`config.mk`:
```
export PLATFORM = sky130hd
export DESIGN_NAME = alu_flag_branch_unit
export DESIGN_NICKNAME = d
export VERILOG_FILES = /design/src/rtl/alu_flag_branch_unit.sv
export SDC_FILE = /design/constraint.sdc
export NUM_CORES = 1
export LEC_CHECK = 0
export ABC_CLOCK_PERIOD_IN_PS = 3700
export BUFFER_PORTS_ARGS = -buffer_cell sky130_fd_sc_hd__buf_2
export CAP_MARGIN = 15
export CORE_ASPECT_RATIO = 1.25
export CORE_MARGIN = 2
export CORE_UTILIZATION = 45
export DETAILED_ROUTE_END_ITERATION = 6
export PLACE_DENSITY = 0.83
export SYNTH_ARGS = -nofsm -noshare
export SYNTH_HDL_FRONTEND = slang
export SYNTH_SLANG_ARGS = --single-unit
```
`constraint.sdc`:
```
create_clock -name clk -period 3.7 [get_ports clk]
set_input_delay 0 -clock clk [delete_from_list [all_inputs] [get_ports clk]]
set_output_delay 0 -clock clk [all_outputs]
set_load 0.01 [all_outputs]
```
`src/rtl/alu_flag_branch_unit.sv`:
```
// ALU flag / branch resolution stage.
// Derives N/Z/C/V from the ALU result, keeps the architectural flag register,
// resolves conditional branches and presents the decision through one
// registered valid/ready output stage. Also keeps a saturating count of
// taken branches delivered downstream.

module or32x1 (
  input  logic [15:0] or_input0,
  input  logic [15:0] or_input1,
  output logic        or_output
);

  // Reduction OR across both 16-bit halves
  always_comb begin
    or_output = (|or_input0) | (|or_input1);
  end

endmodule

module alu_flag_branch_unit #(
  parameter int unsigned CNT_W = 16
) (
  input  logic             clk,
  input  logic             rst,
  input  logic             in_valid,
  output logic             in_ready,
  input  logic [31:0]      alu_result,
  input  logic             alu_carry,
  input  logic             alu_ovf,
  input  logic             upd_flags,
  input  logic             is_branch,
  input  logic [2:0]       cond,
  input  logic             flush,
  output logic             out_valid,
  input  logic             out_ready,
  output logic             br_taken,
  output logic [3:0]       flags,
  output logic [CNT_W-1:0] taken_cnt
);

  typedef enum logic [2:0] {
    COND_EQ     = 3'b000,
    COND_NE     = 3'b001,
    COND_LT     = 3'b010,
    COND_GE     = 3'b011,
    COND_LTU    = 3'b100,
    COND_GEU    = 3'b101,
    COND_ALWAYS = 3'b110,
    COND_NEVER  = 3'b111
  } cond_e;

  logic       or_output;
  logic       accept;
  logic       out_fire;
  logic [3:0] new_flags;
  logic [3:0] eval_flags;
  logic       cond_true;
  cond_e      cond_code;

  or32x1 u_or32x1 (
    .or_input0 (alu_result[15:0]),
    .or_input1 (alu_result[31:16]),
    .or_output (or_output)
  );

  // Handshake: stage frees up when empty or when its content is leaving
  always_comb begin
    in_ready = ~out_valid | out_ready;
    accept   = in_valid & in_ready & ~flush;
    out_fire = out_valid & out_ready;
  end

  // Flags produced by this transaction, and the set the branch sees
  // (freshly produced flags are forwarded when this transaction writes them)
  always_comb begin
    new_flags  = {alu_result[31], ~or_output, alu_carry, alu_ovf};
    eval_flags = upd_flags ? new_flags : flags;
  end

  // Branch condition decode against {N,Z,C,V}
  always_comb begin
    cond_code = cond_e'(cond);
    cond_true = 1'b0;
    case (cond_code)
      COND_EQ:     cond_true = eval_flags[2];
      COND_NE:     cond_true = ~eval_flags[2];
      COND_LT:     cond_true = eval_flags[3] ^ eval_flags[0];
      COND_GE:     cond_true = ~(eval_flags[3] ^ eval_flags[0]);
      COND_LTU:    cond_true = ~eval_flags[1];
      COND_GEU:    cond_true = eval_flags[1];
      COND_ALWAYS: cond_true = 1'b1;
      COND_NEVER:  cond_true = 1'b0;
      default:     cond_true = 1'b0;
    endcase
  end

  // Output stage register; flush drops the held result and the incoming one
  always_ff @(posedge clk) begin
    if (rst) begin
      out_valid <= 1'b0;
      br_taken  <= 1'b0;
    end else if (flush) begin
      out_valid <= 1'b0;
      br_taken  <= 1'b0;
    end else if (accept) begin
      out_valid <= 1'b1;
      br_taken  <= is_branch & cond_true;
    end else if (out_ready) begin
      out_valid <= 1'b0;
      br_taken  <= 1'b0;
    end
  end

  // Architectural flag register, written only by accepted flag-updating ops
  always_ff @(posedge clk) begin
    if (rst) begin
      flags <= '0;
    end else if (accept && upd_flags) begin
      flags <= new_flags;
    end
  end

  // Saturating count of taken branches handed downstream; a flushed result
  // is discarded rather than delivered, so it is not counted
  always_ff @(posedge clk) begin
    if (rst) begin
      taken_cnt <= '0;
    end else if (!flush && out_fire && br_taken && (taken_cnt != '1)) begin
      taken_cnt <= taken_cnt + 1'b1;
    end
  end

endmodule

```
# ---- Word-level counts from Yosys, hierarchy flattened
# Cells that the tools add are included.
dict set report classes {
  addsub 1
  n_eq_ne 8
  muxes 5
  bitwise 13
  n_reduce_logical 10
}
# op count
set op_table {}
lappend op_table {{OR reduction 16 bit} 2}
lappend op_table {{adder 16 x 1 -> 16 bit, second input constant} 1}
lappend op_table {{!= test 16 bit, second input constant} 1}
lappend op_table {{== test 3 bit, second input constant} 4}
lappend op_table {{one-hot mux 1 bit (8 select lines)} 1}
lappend op_table {{== test 3 x 2 -> 1 bit, second input constant} 2}
lappend op_table {{NOT 1 bit} 6}
lappend op_table {{AND 1 bit} 4}
lappend op_table {{logical AND 1 bit} 4}
lappend op_table {{2-to-1 mux 4 bit} 1}
lappend op_table {{== test 3 x 1 -> 1 bit, second input constant} 1}
lappend op_table {{zero test 3 bit} 1}
lappend op_table {{2-to-1 mux 1 bit} 3}
lappend op_table {{OR 1 bit} 2}
lappend op_table {{nonzero test 2 bit} 1}
lappend op_table {{OR reduction 2 bit} 1}
lappend op_table {{zero test 1 bit} 1}
lappend op_table {{XOR 1 bit} 1}
dict set report word_totals {
  regBits 22
  out_inout_bits 23
}

# ---- Depth between registers and ports, before layout
dict set report logic_depth {
  word_depth 9
  mapped_depth 6
}

# ---- By module
# From an unflattened synthesis, not the netlist that was laid out.
dict set report unflattened {
  cells_unflattened 158
  area_unflattened_um2 1333.8
}
# mod instances cells_per_inst area_per_inst_um2 seq_area_each_um2
set modules_own_cells {}
lappend modules_own_cells {alu_flag_branch_unit 1 147 1258.7 440.4}
lappend modules_own_cells {or32x1 1 11 75.1 0.0}

# ---- Worst setup path after synthesis
# No wires, ideal clock.
dict set report synth_path {
  path_kind {register to register}
  start {register taken_cnt[0]}
  end {register taken_cnt[1]}
  setup_time_ps 128
  arrival_time_ps 1466
  t_required_ps 3572
  path_slack_ps 2107
  path_stages_with_launch 7
  path_buffers 0
  period_less_slack_ps 1593
  cell_sequence {dfxtp_1 ha_1 and2_2 nor3b_4 a31oi_1 mux2i_1 nor2_1}
}
dict set report synth_between {
  elab_chain_cells 2
  elab_cells_between_ends 3
}
# item line_no
set synth_rtl {}
lappend synth_rtl {{start, declared} 38} ;# output logic [CNT_W-1:0] taken_cnt
lappend synth_rtl {{start signal, assigned} 129} ;# taken_cnt <= taken_cnt + 1'b1;
lappend synth_rtl {{parallel branches: the longest is 2 deep, another holds adder 16 x 1 -> 16 bit} n/a}
# Parallel ways; which one is timed is not known.
# A chain may end at the register's enable or synchronous reset.

# ---- Worst setup path in the final report
dict set report layout_path {
  start {register taken_cnt[3]}
  end {register taken_cnt[13]}
}
# Same word-level chain as after synthesis.

==> impl_metrics.csv <==
group,metric,value,unit
run_status,status,"complete, no violations",
logic_synthesis,synth_nets,191,
logic_synthesis,synth_cell_types,41,
die,core_area,0.00271,mm2
clock_tree,clk_pin_slew,120,ps
global_route,antenna_found_initial,0,
drt,drtAntennaViolNets,0,
logic_synthesis,yosys_most_used_dff,"dfxtp_1",
setup_path,crit_required,3890,ps
die,rows,21,
timing,finalSetupTns,0,ps
setup_path,start_kind,"flop",
drt,dr.pass1.iters,4,
cells_and_area,drive_gt1_frac,0.374,
clock_tree,clock_sinks,22,
clock_tree,clk_latency,310,ps
logic_synthesis,synth_top_area_frac,0.343,
global_route,grt_max_degree,24,
global_route,grt_use_total,0.190,
clock_tree,holdBufCountCts,5,
cells_and_area,regArea,440,um2
timing,fin_skew,6.96,ps
die,die-area,0.00330,mm2
logic_synthesis,syn_inst,146,
placed_design,portBuffers,66,
logic_synthesis,synth_area_leaders,"dfxtp_1 34%, xnor2_1 9.6%, nor2_1 6.4%",
global_route,grt_overflow,0,
timing,hold_viol_final,0,
clock_tree,clock_path_buffers,2,
pwr,cellLeakagePower,0.804,nW
setup_path,cp-startpoint,"taken_cnt[3]",
setup_path,regToRegSetupSlack,2000,ps
drt,vias,1315,
clock_tree,numCtsBuffers,3,
logic_synthesis,synth_top_cell_by_area,"dfxtp_1",
logic_synthesis,ys_seq_area_frac,0.343,
logic_synthesis,syn_area,0.00128,mm2
logic_synthesis,synth.ff_latch_count,22,
setup_path,critPathCapture,"taken_cnt[13]",
timing,relSlewSlack,0.720,
pwr,peakVddDrop,0.000214,V
setup_path,path_max_fanout,7,
clock_tree,post_cts_buffers,0,
clock_tree,cts_tree,"done",
setup_path,critPathCaptureType,"flop",
cells_and_area,final_nets,260,
drt,wire_per_inst,12.3,um
worst_hold_path,holdCritPathClass,"input port to flop",
timing,timing.final.crit_share,0.460,
job,cap_violations,0,
cells_and_area,stdcell_count,248,
die,start_util,0.474,
cells_and_area,antenna_cells,0,
logic_synthesis,syn_avg_cell_area,8.78,um2
setup_path,r2r-start,"taken_cnt[3]",
clock_tree,cts-resized-gates,0,
setup_path,arrival,1890,ps
global_route,grt_pass1_wl,4.86,mm
drt,dr.first_iter.drc_count,24,
clock_tree,cts_root_buf,"clkbuf_4",
pwr,power.density,279,mW/mm2
timing,setup_viol,0,
setup_path,critical_path_class,"flop to flop",
timing,rsz0062_at_grt,"false",
placed_design,dp_hpwl,2.39,mm
setup_path,timing.rr.end,"taken_cnt[13]",
die,ios,67,
timing,max_freq,0.588,GHz
drt,vias_per_cell,5.30,
logic_synthesis,ys_async_sr_fraction,0,
die,die_y,63.7,um
placed_design,place_inst,239,
cells_and_area,syn2layout_area_growth,33.8,%
logic_synthesis,yosys_warnings,0,
timing,maxSlewViolCount,0,
global_route,first_global_vias,1216,
placed_design,place_congestion,0.787,
cells_and_area,multi_input_area,785,um2
die,dieWidth,51.8,um
drt,wl,3.04,mm
setup_path,worstRegToRegCells,5,
logic_synthesis,synthTopCellsByCount,"22 x dfxtp_1, 22 x nor2_1, 14 x xnor2_1",
timing,min_period,1700,ps
cells_and_area,fillCellCount,252,
clock_tree,htreeDepth,1,
logic_synthesis,synth_edf_count,0,
drt,drc_errors,0,
timing,worst_pin_slew,418,ps
## critical path, cell delays in order, from the launching register on
cell and delay (ps):
dfxtp_1 460, and4_1 450, nand4_4 180, nor3_1 280, xnor2_1 150, nor2_1 60
## area by class of cell
type                            instances  share of cell area
Sequential cell                        22               0.257
Clock inverter                          1              0.0175
Timing Repair Buffer                   71               0.222
Clock buffer                            3              0.0131
Tap cell                               34              0.0248
Inverter                                4             0.00875
Multi-Input combinational cell        113               0.457
## sequential cells by signal, indices dropped and copies added, names as in the netlist
register,cells
br_taken,1
out_valid,1
flags,4
taken_cnt,16
## how the worst min path moves through the flow
| stage | slack (ps) | endpoint | cells past startpoint | start |
|---|---|---|---|---|
| after floorplan | 80 | br_taken | 1 | rst |
| after global routing | 80 | br_taken | 4 | cond[2] |
| after CTS | 70 | br_taken | 4 | cond[2] |
| after detailed placement | 230 | out_valid | 2 | flush |
| after global placement | 230 | out_valid | 2 | flush |
| final | 70 | br_taken | 4 | cond[2] |
## stage by stage
stage                     setup WS (ps)  hold WS, ps   util  power (W)  cell area (um2)
after floorplan                    2110         76.0      -   0.000268             1280
after global routing               1860         77.1  0.634   0.000502             1720
after global placement             2060          230  0.596   0.000298             1610
after detailed placement           2030          228  0.596   0.000299             1610
after CTS                          2000         72.2  0.634   0.000485             1720
final                              2000         73.8  0.634   0.000479             1720
## layout by cell type, fill, tap and decap left out, types with 2 or more instances in the layout
cell type and count:
buf_2 66, nor2_1 22, dfxtp_1 22, xnor2_1 14, nor3_1 10, nor4_1 8
mux2i_1 6, a21oi_1 5, nand2_1 5, dlygate4sd3_1 5, inv_1 4, a31oi_1 4
nand4_1 3, nand2b_1 3, clkbuf_4 3, nor2b_1 2, and3_1 2, nand4_4 2
xor2_1 2, or3_1 2, o21ai_0 2, nor3b_1 2, nand3_1 2, a311oi_1 2
## where the power goes
part	switching (W)	total, W	internal [W]
registers	0.00000131	0.000240	0.000239
logic	0.0000250	0.0000569	0.0000319
clock network	0.0000727	0.000182	0.000110
## metal layers
metal | global-route usage | part of all wire
met5 | 0 | 0
met4 | 0.0757 | 0.014
met3 | 0.0190 | 0.094
met2 | 0.372 | 0.51
met1 | 0.194 | 0.38
## kinds of logic (layout without fill, tap and decap cells)
logic type,after synthesis,after routing,synth area share
xor gates and xnor gates,16,16,0.109
muxes,6,6,0.0468
buffers and inverters,11,79,0.0449
and+or+nand+nor,72,72,0.348
AOI/OAI and AO/OA,18,18,0.0976
DFF,22,22,0.343
adders and majority gates,1,1,0.00975
No activity file was read; power rests on OpenSTA's default activity.
